==> config.mk <==
export PLATFORM = sky130hd
export DESIGN_NAME = morse_letter_tx
export DESIGN_NICKNAME = d
export VERILOG_FILES = /design/src/rtl/morse_pkg.sv /design/src/rtl/morse_unit_timer.sv /design/src/rtl/morse_letter_tx.sv
export SDC_FILE = /design/constraint.sdc
export NUM_CORES = 1
export LEC_CHECK = 0
export BUFFER_PORTS_ARGS = -buffer_cell sky130_fd_sc_hd__clkbuf_2
export CAP_MARGIN = 20
export CORE_ASPECT_RATIO = 0.6
export CORE_MARGIN = 4
export CORE_UTILIZATION = 63
export CTS_BUF_LIST = sky130_fd_sc_hd__clkbuf_8
export DETAILED_ROUTE_END_ITERATION = 12
export PLACE_DENSITY = 0.83
export SYNTH_ARGS = -nofsm -noshare
export SYNTH_HDL_FRONTEND = slang
export SYNTH_SLANG_ARGS = --single-unit
==> constraint.sdc <==
create_clock -name clk_i -period 4.15 [get_ports clk_i]
set_clock_uncertainty 0.05 [all_clocks]
set_input_delay 0.2075 -clock clk_i [delete_from_list [all_inputs] [get_ports clk_i]]
set_output_delay 0.2075 -clock clk_i [all_outputs]
set_load 0.02 [all_outputs]
==> src/rtl/morse_pkg.sv <==
// Shared Morse definitions: FSM states, letter table and symbol-length helper.
// Code bit 0 is the first symbol played; a 1 bit is a dash.
package morse_pkg;

    typedef enum logic [1:0] {IDLE, ON, GAP, LGAP} state_t;

    localparam int MORSE_MAX_LEN     = 4;
    localparam int MORSE_NUM_LETTERS = 26;

    localparam logic [3:0] MORSE_CODE [MORSE_NUM_LETTERS] = '{
        4'b0010, 4'b0001, 4'b0101, 4'b0001, 4'b0000, 4'b0100, 4'b0011, 4'b0000,  // A-H
        4'b0000, 4'b1110, 4'b0101, 4'b0010, 4'b0011, 4'b0001, 4'b0111, 4'b0110,  // I-P
        4'b1011, 4'b0010, 4'b0000, 4'b0001, 4'b0100, 4'b1000, 4'b0110, 4'b1001,  // Q-X
        4'b1101, 4'b0011                                                          // Y-Z
    };

    localparam logic [2:0] MORSE_LEN [MORSE_NUM_LETTERS] = '{
        3'd2, 3'd4, 3'd4, 3'd3, 3'd1, 3'd4, 3'd3, 3'd4,
        3'd2, 3'd4, 3'd3, 3'd4, 3'd2, 3'd2, 3'd3, 3'd4,
        3'd4, 3'd3, 3'd3, 3'd1, 3'd3, 3'd4, 3'd3, 3'd4,
        3'd4, 3'd4
    };

    function automatic logic [1:0] unit_mult(input logic is_dash);
        return is_dash ? 2'd3 : 2'd1;
    endfunction

endpackage

==> src/rtl/morse_unit_timer.sv <==
// Loadable down-counter measuring 1 or 3 Morse units; pulses expire on the
// last cycle of the loaded interval and then idles until reloaded.
module morse_unit_timer #(
    parameter int UNIT_CYCLES = 25_000_000
) (
    input  logic       clk,
    input  logic       rst_n,
    input  logic       load,
    input  logic [1:0] mult,
    output logic       expire
);

    localparam int CNT_W = $clog2(3 * UNIT_CYCLES);
    localparam logic [CNT_W-1:0] ONE_UNIT    = CNT_W'(UNIT_CYCLES - 1);
    localparam logic [CNT_W-1:0] THREE_UNITS = CNT_W'(3 * UNIT_CYCLES - 1);

    logic [CNT_W-1:0] cnt;
    logic             active;

    // Holds at zero once spent, so the count never wraps and expire fires once.
    always_ff @(posedge clk or negedge rst_n) begin
        if (!rst_n) begin
            cnt    <= '0;
            active <= 1'b0;
        end else if (load) begin
            cnt    <= (mult == 2'd3) ? THREE_UNITS : ONE_UNIT;
            active <= 1'b1;
        end else if (active) begin
            if (cnt == '0) begin
                active <= 1'b0;
            end else begin
                cnt <= cnt - 1'b1;
            end
        end
    end

    assign expire = active && (cnt == '0);

endmodule

==> src/rtl/morse_letter_tx.sv <==
// Morse letter transmitter: a start pulse looks up a letter pattern and plays
// it on led_o with dot/dash/gap unit timing, reporting busy/done/err status.
module morse_letter_tx
    import morse_pkg::*;
#(
    parameter int UNIT_CYCLES = 25_000_000,
    parameter int SEL_W       = 3
) (
    input  logic             clk_i,
    input  logic             rst_ni,
    input  logic [SEL_W-1:0] sel_i,
    input  logic             start_i,
    output logic             led_o,
    output logic             busy_o,
    output logic             done_o,
    output logic             err_o,
    output logic [3:0]       code_o,
    output logic [2:0]       len_o
);

    state_t     state, state_n;
    logic [3:0] shreg, shreg_n;
    logic [2:0] sym_left, sym_left_n;
    logic [3:0] code_n;
    logic [2:0] len_n;
    logic       led_n, busy_n, done_n, err_n;
    logic       tmr_load, tmr_expire;
    logic [1:0] tmr_mult;
    logic [4:0] sel_ext;
    logic       sel_valid;

    assign sel_ext   = 5'(sel_i);
    assign sel_valid = sel_ext < 5'(MORSE_NUM_LETTERS);

    morse_unit_timer #(
        .UNIT_CYCLES(UNIT_CYCLES)
    ) u_timer (
        .clk   (clk_i),
        .rst_n (rst_ni),
        .load  (tmr_load),
        .mult  (tmr_mult),
        .expire(tmr_expire)
    );

    always_ff @(posedge clk_i or negedge rst_ni) begin
        if (!rst_ni) begin
            state    <= IDLE;
            shreg    <= '0;
            sym_left <= '0;
            code_o   <= '0;
            len_o    <= '0;
            led_o    <= 1'b0;
            busy_o   <= 1'b0;
            done_o   <= 1'b0;
            err_o    <= 1'b0;
        end else begin
            state    <= state_n;
            shreg    <= shreg_n;
            sym_left <= sym_left_n;
            code_o   <= code_n;
            len_o    <= len_n;
            led_o    <= led_n;
            busy_o   <= busy_n;
            done_o   <= done_n;
            err_o    <= err_n;
        end
    end

    // Every transition into a timed state reloads the unit timer.
    always_comb begin
        state_n    = state;
        shreg_n    = shreg;
        sym_left_n = sym_left;
        code_n     = code_o;
        len_n      = len_o;
        done_n     = 1'b0;
        err_n      = 1'b0;
        tmr_load   = 1'b0;
        tmr_mult   = 2'd1;
        unique case (state)
            IDLE: begin
                if (start_i) begin
                    if (sel_valid) begin
                        code_n     = MORSE_CODE[sel_ext];
                        len_n      = MORSE_LEN[sel_ext];
                        shreg_n    = code_n;
                        sym_left_n = len_n;
                        tmr_load   = 1'b1;
                        tmr_mult   = unit_mult(code_n[0]);
                        state_n    = ON;
                    end else begin
                        err_n = 1'b1;
                    end
                end
            end
            ON: begin
                if (tmr_expire) begin
                    tmr_load = 1'b1;
                    if (sym_left > 3'd1) begin
                        state_n = GAP;
                    end else begin
                        tmr_mult = 2'd3;
                        state_n  = LGAP;
                    end
                end
            end
            GAP: begin
                if (tmr_expire) begin
                    shreg_n    = shreg >> 1;
                    sym_left_n = sym_left - 3'd1;
                    tmr_load   = 1'b1;
                    tmr_mult   = unit_mult(shreg[1]);
                    state_n    = ON;
                end
            end
            LGAP: begin
                if (tmr_expire) begin
                    done_n  = 1'b1;
                    state_n = IDLE;
                end
            end
            default: state_n = IDLE;
        endcase
        led_n  = (state_n == ON);
        busy_n = (state_n != IDLE);
    end

endmodule

==> metrics.csv <==
metric,value,unit
crit end category,register,
multi-input gate area in the final layout,1340,sq um
die width,89.9,um
critical path's slowest cell,or4b_1,
root buf cell,clkbuf_8,
die area,5140,sq um
reg2reg end,u_timer.cnt[26],
slew margin rel.,54.4,%
post-synthesis sequential area ratio,43.4,%
Setup Viol. Count Final,0,
final hold vios,0,
initial antenna violation count,0,
Rows,17,
cells on worst reg2reg path,8,
status,finished clean,
Layout Area Growth over Synthesis,7.84,%
WL per Instance,16.0,um
Detail Placement HPWL,3820,um
"flops & latches, synth",44,
Yosys warnings,0,
Fillers,292,
total grt overflow,0,
TritonRoute pass-1 iters,5,
RSZ-0062 raised after global routing,false,
total track usage,22.9,%
syn avg cell area,9.39,sq um
# port buffers,14,
vias in the first global route,1929,
Post-CTS Setup Bufs,0,
chip height,57.1,um
# Max-Cap Violations,0,
Mapped Area,2540,sq um
Via Count,2026,
Tmin final,2.61,ns
Clock transition at path regs,0.08,ns
ANT nets after route,0,
CP Launch Type,register,
Worst Tran Pin Value,0.680,ns
Post-Synth Simple-Gate Area,22.6,%
"Max FO, Critical Path",10,
asr flop ratio synth,100,%
CP Cell Sequence,"inv_1, ha_1, or4b_1, nor4_1, nand4_1, a21oi_2, and2_1, a21oi_1",
XOR/XNOR Fraction of Synth Area,5.18,%
FF-to-FF setup slack,1.54,ns
Reg area,1100,sq um
ys flop type,dfrtp_1,
CTS max path bufs,2,
Critical Path AT,2.72,ns
final std cells w/o fill,331,
peak supply drop,0.000469,V
fin nets,301,
Mapped Cells,270,
final wirelength,5280,um
area of the core,3760,sq um
largest family of logic cells by synthesized area,simple AND/OR/NAND/NOR gates,
Setup TNS,0,ns
CTS tree,done,
Leakage,1.12,nW
Ports,17,
layout cells sized above 1,12.0,%
DR iter-0 viols,180,
Yosys cell types,52,
Final period util,62.9,%
RR Startpoint,u_timer.cnt[0],
first-pass GRT wire length,9380,um
Post-synth EDFFs,0,
Via density,6.12,
H-Tree Depth,2,
critical path class,register to register,
CTS sink count,44,
worst min-delay path class,primary input to asynchronous set/reset pin,
adder and majority gate portion of the synthesized area,5.92,%
placed insts,321,
pwr dens,510,nW/um^2
largest net degree at the start of global routing,45,
WP data required,4.26,ns
Initial Util,67.4,%
worst stage delay on the critical path,0.49,ns
Compound-Gate Fraction of Synth Area,15.3,%
multiplexer share of the synthesized area,3.31,%
Max Slew Vio Count,0,
DRC errors left,0,
Final Wtd Congestion,0.880,
worst skew pair latency,0.30,ns
antenna diode count,0,
Achievable Freq,383,MHz
CTS buffer count,5,
## cells in the mapped netlist (2+ instances only)
cell | number | share of area (%)
o31ai_1 | 2 | 0.59
xor2_1 | 4 | 1.4
o22a_1 | 4 | 1.4
mux2_2 | 3 | 1.3
xnor2_1 | 11 | 3.8
clkbuf_1 | 5 | 0.74
nand2_1 | 28 | 4.1
nand2b_1 | 2 | 0.49
o21ai_1 | 2 | 0.39
inv_1 | 13 | 1.9
nand3b_1 | 4 | 1.2
or4_1 | 2 | 0.59
a21oi_1 | 18 | 3.6
and3_1 | 4 | 0.99
ha_1 | 12 | 5.9
a31oi_1 | 3 | 0.74
or4_4 | 3 | 1.3
nor3_1 | 5 | 0.99
dfrtp_1 | 44 | 43
nand4_1 | 4 | 0.99
nor2_1 | 19 | 2.8
o211ai_1 | 2 | 0.59
or3_1 | 6 | 1.5
nor4_1 | 10 | 2.5
buf_2 | 4 | 0.79
mux2i_1 | 5 | 2.0
o21a_1 | 2 | 0.59
o22ai_1 | 2 | 0.49
and2_1 | 3 | 0.74
buf_4 | 2 | 0.59
o21ai_0 | 17 | 3.4
a21o_1 | 2 | 0.59
nand3_1 | 4 | 0.79
## layout by cell type, fill, tap and decap left out, types with 10 or more instances in the layout
| cell | count |
|---|---|
| inv_1 | 15 |
| nor2_1 | 19 |
| a21oi_1 | 18 |
| ha_1 | 12 |
| nor4_1 | 10 |
| clkbuf_2 | 14 |
| o21ai_0 | 17 |
| xnor2_1 | 11 |
| dfrtp_1 | 44 |
| nand2_1 | 28 |
## stage by stage
step / utilization (%) / area, sq um / worst slack (ns) / hold WS, ns / power, mW
after global routing: 72.6 / 2740 / 1.32 / 0.308 / 1.50
after CTS: 71.9 / 2710 / 1.56 / 0.0856 / 1.39
after floorplan: - / 2540 / 1.86 / -0.138 / 0.979
final: 72.6 / 2740 / 1.54 / 0.272 / 1.39
after detailed placement: 69.5 / 2620 / 1.55 / 0.410 / 1.12
after global placement: 69.5 / 2620 / 1.55 / 0.404 / 1.10
## sequential cells by signal, summed over array words and instances (netlist names), 2 cells and up
| name | flops |
|---|---|
| u_timer.cnt | 27 |
| len_o | 3 |
| shreg | 2 |
| code_o | 3 |
| state | 2 |
| sym_left | 3 |
## critical path: cells and delay by family (launching register included)
| family | cells | cell delay (ns) |
|---|---|---|
| and+or+nand+nor | 4 | 1.24 |
| AOI/OAI and AO/OA | 2 | 0.50 |
| DFF | 1 | 0.36 |
| adders and majority gates | 1 | 0.19 |
| buffers and inverters | 1 | 0.12 |
## report_power, final
group	switching [mW]	total, mW	internal [mW]
Clock	0.142	0.273	0.131
Combinational	0.306	0.496	0.190
Sequential	0.0838	0.625	0.541
Total	0.532	1.39	0.862
## timing repair
action | CTS | global route
endpoints found under the hold margin | 0 | 10
gates resized for setup | 0 | 0
hold buffers | 0 | 1
## how the worst max path moves through the flow
stage | cells past startpoint | slack [ns] | from | to
floorplan | 8 | 1.86 | u_timer.cnt[0] | u_timer.cnt[21]
global placement | 8 | 1.55 | u_timer.cnt[0] | u_timer.cnt[26]
CTS | 8 | 1.56 | u_timer.cnt[0] | u_timer.cnt[26]
detailed placement | 8 | 1.55 | u_timer.cnt[0] | u_timer.cnt[26]
global route | 8 | 1.32 | u_timer.cnt[0] | u_timer.cnt[26]
finish | 8 | 1.54 | u_timer.cnt[0] | u_timer.cnt[26]
## cell type report
cell class	count	share of cell area (%)
Clock inverter	2	0.274
Timing Repair Buffer	16	3.66
Clock buffer	6	3.02
Sequential cell	44	40.3
Multi-Input combinational cell	203	48.9
Inverter	13	1.78
Tap cell	47	2.15
## kinds of logic (layout without fill, tap and decap cells)
kind of cell	Yosys count	count (layout)
muxes	8	8
adders and majority gates	12	12
and+or+nand+nor	104	104
AOI/OAI and AO/OA	62	62
buffers and inverters	24	37
DFF	44	44
other	1	2
xor gates and xnor gates	15	15
## layer usage
metal | up-vias | track usage (%) | share of wire (%) | wire (um)
li1 | 992 | - | - | -
met1 | 967 | 33.8 | 52 | 2750
met2 | 59 | 32.5 | 41 | 2150
met3 | 8 | 6.59 | 6.0 | 316
met4 | 0 | 7.19 | 1.2 | 63
met5 | - | 0 | 0 | 0
(Power assumes the default switching activity.)
